<file path="src/rtl/ib_mul_pkg.sv">
// rtl/ib_mul_pkg.sv - shared constants, FSM encoding and helpers for the ib_mul sweeper
package ib_mul_pkg;

    localparam int IB_W      = 8;
    localparam int IB_W2     = 2 * IB_W;
    localparam int IB_SETTLE = 2;

    typedef enum logic [2:0] {
        ST_IDLE  = 3'd0,
        ST_APPLY = 3'd1,
        ST_WAIT  = 3'd2,
        ST_CHECK = 3'd3,
        ST_DONE  = 3'd4
    } sweep_state_t;

    // WAIT must cover both the multiplier settle time and the reference latency.
    function automatic int wait_cycles(input int settle, input int w);
        return (settle > w) ? settle : w;
    endfunction

endpackage

</file>
<file path="src/rtl/ib_mul_ref_seq.sv">
// rtl/ib_mul_ref_seq.sv - sequential shift-add reference multiplier, W cycles per product
module ib_mul_ref_seq
    import ib_mul_pkg::*;
#(
    parameter int W = IB_W
) (
    input  logic             i_clk,
    input  logic             i_nrst,
    input  logic             i_load,
    input  logic [W-1:0]     i_a,
    input  logic [W-1:0]     i_b,
    output logic [2*W-1:0]   o_p,
    output logic             o_done
);

    localparam int CW = $clog2(W + 1);

    logic [2*W-1:0] acc_q, acc_d;
    logic [2*W-1:0] mcand_q, mcand_d;
    logic [W-1:0]   mplier_q, mplier_d;
    logic [CW-1:0]  cnt_q, cnt_d;

    // The load cycle already consumes multiplier bit 0, so W-1 further steps follow.
    always_comb begin
        acc_d    = acc_q;
        mcand_d  = mcand_q;
        mplier_d = mplier_q;
        cnt_d    = cnt_q;
        if (i_load) begin
            acc_d    = i_b[0] ? {{W{1'b0}}, i_a} : '0;
            mcand_d  = {{(W-1){1'b0}}, i_a, 1'b0};
            mplier_d = i_b >> 1;
            cnt_d    = CW'(W - 1);
        end else if (cnt_q != '0) begin
            if (mplier_q[0]) begin
                acc_d = acc_q + mcand_q;
            end
            mcand_d  = mcand_q << 1;
            mplier_d = mplier_q >> 1;
            cnt_d    = cnt_q - CW'(1);
        end
    end

    always_ff @(posedge i_clk) begin
        if (!i_nrst) begin
            acc_q    <= '0;
            mcand_q  <= '0;
            mplier_q <= '0;
            cnt_q    <= '0;
        end else begin
            acc_q    <= acc_d;
            mcand_q  <= mcand_d;
            mplier_q <= mplier_d;
            cnt_q    <= cnt_d;
        end
    end

    assign o_p    = acc_q;
    assign o_done = (cnt_q == '0);

endmodule

</file>
<file path="src/rtl/ib_mul_sweep.sv">
// rtl/ib_mul_sweep.sv - exhaustive operand sweeper and product checker for ib_mul multipliers
module ib_mul_sweep
    import ib_mul_pkg::*;
#(
    parameter int W      = IB_W,
    parameter int SETTLE = IB_SETTLE
) (
    input  logic             i_clk,
    input  logic             i_nrst,
    input  logic             i_start,
    output logic [W-1:0]     o_a,
    output logic [W-1:0]     o_b,
    input  logic [2*W-1:0]   i_c,
    output logic             o_busy,
    output logic             o_done,
    output logic             o_pass,
    output logic [W-1:0]     o_fail_a,
    output logic [W-1:0]     o_fail_b,
    output logic [2*W-1:0]   o_fail_c
);

    localparam int W2 = 2 * W;
    localparam int M  = wait_cycles(SETTLE, W);
    localparam int SW = (M > 1) ? $clog2(M) : 1;

    sweep_state_t state_q, state_d;

    logic [W-1:0]  a_q, a_d, b_q, b_d;
    logic [W-1:0]  oa_q, oa_d, ob_q, ob_d;
    logic [W-1:0]  fa_q, fa_d, fb_q, fb_d;
    logic [W2-1:0] c_q, c_d, fc_q, fc_d;
    logic [SW-1:0] cnt_q, cnt_d;
    logic          pass_q, pass_d;

    logic [W2-1:0] ref_p;
    logic          ref_done;
    logic          ref_load;
    logic          sample;
    logic          clear;
    logic          wait_exit;
    logic          mismatch;
    logic          last_pair;

    ib_mul_ref_seq #(.W(W)) u_ref (
        .i_clk  (i_clk),
        .i_nrst (i_nrst),
        .i_load (ref_load),
        .i_a    (a_q),
        .i_b    (b_q),
        .o_p    (ref_p),
        .o_done (ref_done)
    );

    assign wait_exit = (cnt_q == '0) && ref_done;
    assign mismatch  = (c_q != ref_p);
    assign last_pair = (&a_q) && (&b_q);

    always_ff @(posedge i_clk) begin
        if (!i_nrst) begin
            state_q <= ST_IDLE;
        end else begin
            state_q <= state_d;
        end
    end

    always_comb begin
        state_d = state_q;
        unique case (state_q)
            ST_IDLE, ST_DONE: if (i_start) state_d = ST_APPLY;
            ST_APPLY:         state_d = ST_WAIT;
            ST_WAIT:          if (wait_exit) state_d = ST_CHECK;
            ST_CHECK:         state_d = (mismatch || last_pair) ? ST_DONE : ST_APPLY;
            default:          state_d = ST_IDLE;
        endcase
    end

    always_comb begin
        o_busy   = 1'b0;
        o_done   = 1'b0;
        ref_load = 1'b0;
        sample   = 1'b0;
        clear    = 1'b0;
        unique case (state_q)
            ST_IDLE:  clear = i_start;
            ST_APPLY: begin o_busy = 1'b1; ref_load = 1'b1; end
            ST_WAIT:  begin o_busy = 1'b1; sample = wait_exit; end
            ST_CHECK: o_busy = 1'b1;
            ST_DONE:  begin o_done = 1'b1; clear = i_start; end
            default:  ;
        endcase
    end

    always_comb begin
        a_d    = a_q;
        b_d    = b_q;
        oa_d   = oa_q;
        ob_d   = ob_q;
        fa_d   = fa_q;
        fb_d   = fb_q;
        fc_d   = fc_q;
        c_d    = c_q;
        cnt_d  = cnt_q;
        pass_d = pass_q;
        if (clear) begin
            a_d    = '0;
            b_d    = '0;
            fa_d   = '0;
            fb_d   = '0;
            fc_d   = '0;
            pass_d = 1'b0;
        end
        if (state_q == ST_APPLY) begin
            oa_d  = a_q;
            ob_d  = b_q;
            cnt_d = SW'(M - 1);
        end
        if (state_q == ST_WAIT && cnt_q != '0) begin
            cnt_d = cnt_q - SW'(1);
        end
        if (sample) begin
            c_d = i_c;
        end
        // B is the inner loop; A advances only when B wraps.
        if (state_q == ST_CHECK) begin
            if (mismatch) begin
                fa_d   = a_q;
                fb_d   = b_q;
                fc_d   = c_q;
                pass_d = 1'b0;
            end else if (last_pair) begin
                pass_d = 1'b1;
            end else begin
                b_d = b_q + W'(1);
                if (&b_q) begin
                    a_d = a_q + W'(1);
                end
            end
        end
    end

    always_ff @(posedge i_clk) begin
        if (!i_nrst) begin
            a_q    <= '0;
            b_q    <= '0;
            oa_q   <= '0;
            ob_q   <= '0;
            fa_q   <= '0;
            fb_q   <= '0;
            fc_q   <= '0;
            c_q    <= '0;
            cnt_q  <= '0;
            pass_q <= 1'b0;
        end else begin
            a_q    <= a_d;
            b_q    <= b_d;
            oa_q   <= oa_d;
            ob_q   <= ob_d;
            fa_q   <= fa_d;
            fb_q   <= fb_d;
            fc_q   <= fc_d;
            c_q    <= c_d;
            cnt_q  <= cnt_d;
            pass_q <= pass_d;
        end
    end

    assign o_a      = oa_q;
    assign o_b      = ob_q;
    assign o_pass   = pass_q;
    assign o_fail_a = fa_q;
    assign o_fail_b = fb_q;
    assign o_fail_c = fc_q;

endmodule

</file>
<file path="config.mk">
export PLATFORM = sky130hd
export DESIGN_NAME = ib_mul_sweep
export DESIGN_NICKNAME = d
export VERILOG_FILES = /design/src/rtl/ib_mul_pkg.sv /design/src/rtl/ib_mul_ref_seq.sv /design/src/rtl/ib_mul_sweep.sv
export SDC_FILE = /design/constraint.sdc
export NUM_CORES = 1
export LEC_CHECK = 0
export BUFFER_PORTS_ARGS = -buffer_cell sky130_fd_sc_hd__buf_2
export CELL_PAD_IN_SITES_DETAIL_PLACEMENT = 1
export CELL_PAD_IN_SITES_GLOBAL_PLACEMENT = 2
export CORE_ASPECT_RATIO = 1.5
export CORE_UTILIZATION = 38
export DETAILED_ROUTE_END_ITERATION = 16
export PLACE_DENSITY = 0.87
export SYNTH_ARGS = -nofsm -noshare
export SYNTH_HDL_FRONTEND = slang
export SYNTH_SLANG_ARGS = --single-unit
</file>
<file path="constraint.sdc">
create_clock -name i_clk -period 5.85 [get_ports i_clk]
set_clock_uncertainty 0.1 [all_clocks]
set_input_delay 1.17 -clock i_clk [delete_from_list [all_inputs] [get_ports i_clk]]
set_output_delay 1.17 -clock i_clk [all_outputs]
set_load 0.01 [all_outputs]
</file>
### Word-level counts from Yosys, hierarchy flattened

Index checks and enable logic that the tools add are counted.

* flip-flop bits (word level): 129
* bits in latches: 0
* bits in writable memories: 0
* ROM bits: 0
* output and inout bits: 51
* word-level logic and storage cells: 92
* memories: 0

* add/subtract/negate cells: 5
* $mul: 0
* div/mod/pow operators: 0
* $lt $le $gt $ge: 0
* eq/ne operators: 7
* shift operators: 0
* multiplexer cells: 43
* bitwise logic cells: 1
* reduce and logical (&&, ||, !) cells: 19

Operator list (count)
* 2-to-1 mux 8 bit: 16
* 2-to-1 mux 16 bit: 6
* 2-to-1 mux 3 bit: 7
* 2-to-1 mux 9 bit: 2
* adder 16 bit: 1
* adder 8 x 1 -> 8 bit, second input constant: 2
* != test 16 bit: 1
* AND reduction 8 bit: 2
* 2-to-1 mux 7 bit: 2
* one-hot mux 3 bit (4 select lines): 1
* 2-to-1 mux 1 bit: 9
* == test 3 x 2 -> 1 bit, second input constant: 2
* zero test 3 bit: 2
* nonzero test 2 bit: 3
* zero test 4 bit: 1
* AND reduction 2 bit: 2
* nonzero test 4 bit: 1
* OR reduction 2 bit: 2
* subtractor 4 x 1 -> 4 bit, second input constant: 1
* == test 3 x 1 -> 1 bit, second input constant: 1
* == test 3 bit, second input constant: 1
* logical AND 1 bit: 3
* nonzero test 3 bit: 1
* OR reduction 3 bit: 1
* other kinds (5): 5

### Longest topological paths before layout

* depth after elaboration: 8
* mapped depth: 10

### Hierarchy

Synthesis repeated with hierarchy kept, for this count alone.

* cells, all modules: 701
* area, all modules: 6110.9 µm²

By module, submodules not included
* ib_mul_sweep: instances 1, cells an instance 384, area each 3638.5 µm², seq. area each 1741.7 µm²
* ib_mul_ref_seq: instances 1, cells an instance 317, area each 2472.4 µm², seq. area each 840.8 µm²

### Worst setup path after synthesis

OpenSTA, ideal clock, no wires.

* path kind: register to register
* start point: register u_ref.acc_q[1] (netlist: u_ref.o_p[1])
* end point: register u_ref.acc_q[15] (netlist: u_ref.o_p[15])
* arrival: 2224 ps
* required time: 5629 ps
* path slack: 3405 ps
* stages on the path, launching flop included: 10
* cells stage by stage: dfxtp_1 ha_1 inv_1 fa_1 nand2b_1 a211o_1 a41oi_1 o2111ai_1 mux2i_1 mux2_2

* longest elaborated chain between the ends: 4

RTL lines
* start: declaration: line ib_mul_ref_seq.sv:18 `logic [2*W-1:0] acc_q, acc_d;`
* start signal: assignment: line ib_mul_ref_seq.sv:46 `acc_q <= '0;`
* start signal: assignment: line ib_mul_ref_seq.sv:51 `acc_q <= acc_d;`
* adder 16 bit: line ib_mul_ref_seq.sv:36 `acc_d = acc_q + mcand_q;`
* 2-to-1 mux 16 bit: line ib_mul_ref_seq.sv:35 `if (mplier_q[0]) begin`
* 2-to-1 mux 16 bit: line ib_mul_ref_seq.sv:34 `end else if (cnt_q != '0) begin`
* 2-to-1 mux 16 bit: line ib_mul_ref_seq.sv:29 `if (i_load) begin`

No other way between the ends. The select of a mux whose other input is x is not followed.
A chain may end at the register's enable or synchronous reset.

### Final worst setup path

* start point: register u_ref.acc_q[13] (netlist: u_ref.o_p[13])
* end point: register fa_q[2] (netlist: o_fail_a[2])

* longest elaborated chain between the ends: 3

RTL lines
* != test 16 bit: line ib_mul_sweep.sv:55 `assign mismatch = (c_q != ref_p);`
* 2-to-1 mux 8 bit: line ib_mul_sweep.sv:125 `if (mismatch) begin`
* 2-to-1 mux 8 bit: line ib_mul_sweep.sv:124 `if (state_q == ST_CHECK) begin`
* end signal: assignment: line ib_mul_sweep.sv:147 `fa_q <= '0;`
* end signal: assignment: line ib_mul_sweep.sv:158 `fa_q <= fa_d;`
* end: declaration: line ib_mul_sweep.sv:30 `logic [W-1:0] fa_q, fa_d, fb_q, fb_d;`

No other way between the ends.

==> impl_metrics.tcl <==
set metrics [dict create \
    maxCapViolCount 0 \
    dp_slack_ps 2630 \
    viasPerCell 5.52 \
    end_kind "register" \
    synthTopCellsByCount "dfxtp_1 (129), nand2_1 (120), a21oi_1 (63)" \
    core_area_um2 15200 \
    synth_edf_count 0 \
    grt_overflow 0 \
    synth.area.mux_share_pct 3.54 \
    yosys.area_share.simple_pct 21.4 \
    async_flop_share_pct 0 \
    post_cts_buffers 0 \
    wire_per_inst_um 17.5 \
    synth_fa_ha_area_share_pct 4.53 \
    cts_num_sinks 129 \
    power_frac_comb_pct 27.7 \
    finalHoldViolations 0 \
    netlist_area_um2 5970 \
    die_width_um 104 \
    rsz0062_at_grt "false" \
    cts_buffer_depth 2 \
    path_class "register to register" \
    cts_tree "yes" \
    antenna_found_initial 0 \
    worstHoldPathCells 2 \
    synth_nets 735 \
    grt_pass1_vias 5570 \
    synth.avg_cell_area_um2 8.59 \
    wl_um 16800 \
    grt_max_degree 56 \
    cts_buffers 17 \
    fmax_mhz 333 \
    r2r_start "u_ref.o_p[13]" \
    post-route-util_pct 46.0 \
    portBuffers 69 \
    rows 55 \
    hold_buffers 0 \
    status "completed" \
    synth_compound_area_share_pct 18.6 \
    p_int_mw 1.90 \
    synth_xor_area_share_pct 4.40 \
    path_cells "xnor2_1 -> nand4_1 -> nor4_4 -> nand2b_1 -> and3_1 -> a22o_1" \
    layout-drive-gt1-share_pct 15.6 \
    seqPwrFrac_pct 36.3 \
    swShare_pct 35.0 \
    post_dp_cell_area_um2 6410 \
    final.min_clock_period_ps 3000 \
    num_antenna_cells 0 \
    worstPathArrival_ps 3260 \
    synth_ff_type "dfxtp_1" \
    setup_slack_ps 2850 \
    synth.top_cell.area_share_pct 43.3 \
    synth_top_family_by_area "simple AND/OR/NAND/NOR gates" \
    crit_buf_inv 0 \
    critical-path-slowest-cell "and3_1" \
    synthTopCellsByArea "dfxtp_1 (43%), nand2_1 (7.5%), a21oi_1 (5.3%)" \
    ctsResizeCount 0 \
    regToRegEndpoint "o_fail_a[2]" \
    syn2layout_area_growth_pct 17.3 \
    clk_pin_slew_ps 60 \
    dp_hpwl_um 12100 \
    cp-start-kind "register" \
    drc 0 \
    via_count 5267 \
    crit_fanout 24 \
    firstDrtPassIters 4 \
    die_h_um 155 \
    antenna_left 0 \
    worst_pin_slew_ps 1030 \
    syn_inst 695 \
    synth.distinct_cells 64 \
    pin_count 70 \
    min-delay-start "o_a[5]" \
    setup-violations-final 0 \
    hold_slack_ps 353 \
    die_area_um2 16200 \
    vdd_drop_max_mv 0.186 \
    yosysMostFrequentCell "dfxtp_1" \
    crit_path_max_incr_delay_ps 900 \
    worst_path_dominant_cell_family "simple AND/OR/NAND/NOR gates" \
    clockRootBuffer "clkbuf_16" \
    synth_seq_area_share_pct 43.3 \
    synth-seq-cells 129 \
    hp-class "register to register" \
    fin_setup_tns_ps 0 \
    grt_use_total_pct 21.9 \
    max_slew_margin_pct 31.2 \
    critPathRequiredTime_ps 6100 \
    grt_first_pass_wirelength_um 28100 \
    initial_core_util_pct 39.2 \
    yosys.area.top_type "dfxtp_1" \
    htreeDepth 4 \
    p_clk_share_pct 36.0 \
    rr_worst_depth 6 \
    p_leak_nw 2.90 \
    worstSkewPairLatency_ps 410 \
    rrSetupSlack_ps 2850 \
    p_sw_mw 1.02 \
    nets 783 \
    gp_congestion 0.761 \
    yosys_warnings 0 \
    slew_viol_final 0 \
    power_density_nw_per_um2 417 \
    stdcell_area_um2 7000 \
    first_iter_violations 165 \
    hold_end "o_a[5]" \
    period_share_pct 51.3 \
]
-- cell families (layout without fill, tap and decap cells) --
| group | count (synthesis) | in the layout |
|---|---|---|
| and+or+nand+nor | 271 | 271 |
| AOI/OAI and AO/OA | 164 | 164 |
| DFF | 129 | 129 |
| adders and majority gates | 21 | 21 |
| xor gates and xnor gates | 30 | 30 |
| muxes | 21 | 21 |
| buffers and inverters | 59 | 120 |
-- worst register-to-register path: stages, from the launching register on --
cell and delay (ps):
dfxtp_1 410, xnor2_1 160, nand4_1 170, nor4_4 530, nand2b_1 400, and3_1 910
a22o_1 290
-- registers in the layout, indices dropped and copies added (netlist names), 4 cells and up --
signal / count
u_ref.cnt_q: 4
o_fail_b: 8
o_a: 8
a_q: 8
o_fail_c: 16
b_q: 8
o_fail_a: 8
u_ref.mcand_q: 15
u_ref.o_p: 16
u_ref.mplier_q: 7
c_q: 16
o_b: 8
-- power by group through the flow --
stage | sequential (mW) | clock (mW) | combinational, mW
2_1_floorplan | 1.04 | 0 | 0.644
4_1_cts | 1.06 | 1.07 | 0.826
5_1_grt | 1.07 | 1.11 | 0.912
3_3_place_gp | 1.07 | 0 | 0.780
3_5_place_dp | 1.08 | 0 | 0.816
6_report | 1.06 | 1.05 | 0.807
-- layout make-up --
class	instances	area, um^2
well taps	199	249
repair buffers	75	390
inverters	13	48.8
clock inverters	12	135
clock buffers	20	457
fillers	1838	8210
flip-flops and latches	129	2580
multi-input cells	507	3140
-- routing by layer --
metal | track usage [%] | vias up | share of wire, %
met5 | 0 | - | 0
met4 | 8.71 | 0 | 2.1
met3 | 3.64 | 24 | 2.5
met2 | 41.8 | 89 | 55
met1 | 23.8 | 2586 | 40
li1 | - | 2568 | -
-- worst max-delay path by stage --
stage	start	endpoint	slack, ps	cells after the start
detailed placement	i_start	o_fail_c[12]	2630	4
global placement	i_start	o_fail_c[8]	2670	4
finish	u_ref.o_p[13]	o_fail_a[2]	2850	6
CTS	u_ref.o_p[13]	o_fail_c[12]	2800	6
floorplan	u_ref.o_p[1]	u_ref.o_p[15]	3400	9
global route	u_ref.o_p[13]	o_fail_c[12]	2620	6
-- stage by stage --
stage | cells | power (mW)
5_1_grt | 955 | 3.10
6_report | 955 | 2.92
3_5_place_dp | 923 | 1.89
3_3_place_gp | 923 | 1.85
4_1_cts | 955 | 2.96
2_1_floorplan | 695 | 1.69
-- cells in the final DEF, fill, tap and decap left out, types with 7 or more instances in the layout --
master / instances
a21oi_1: 63
nand3_1: 30
buf_2: 69
nand4_1: 9
xnor2_1: 26
a311oi_1: 14
nand2_1: 120
a22o_1: 27
a211oi_1: 7
mux2i_1: 20
and3_1: 8
clkbuf_16: 17
o21ai_0: 16
nor2_1: 55
nor3_1: 10
ha_1: 20
inv_1: 12
dfxtp_1: 129
Power figures use the tool's default switching activity.
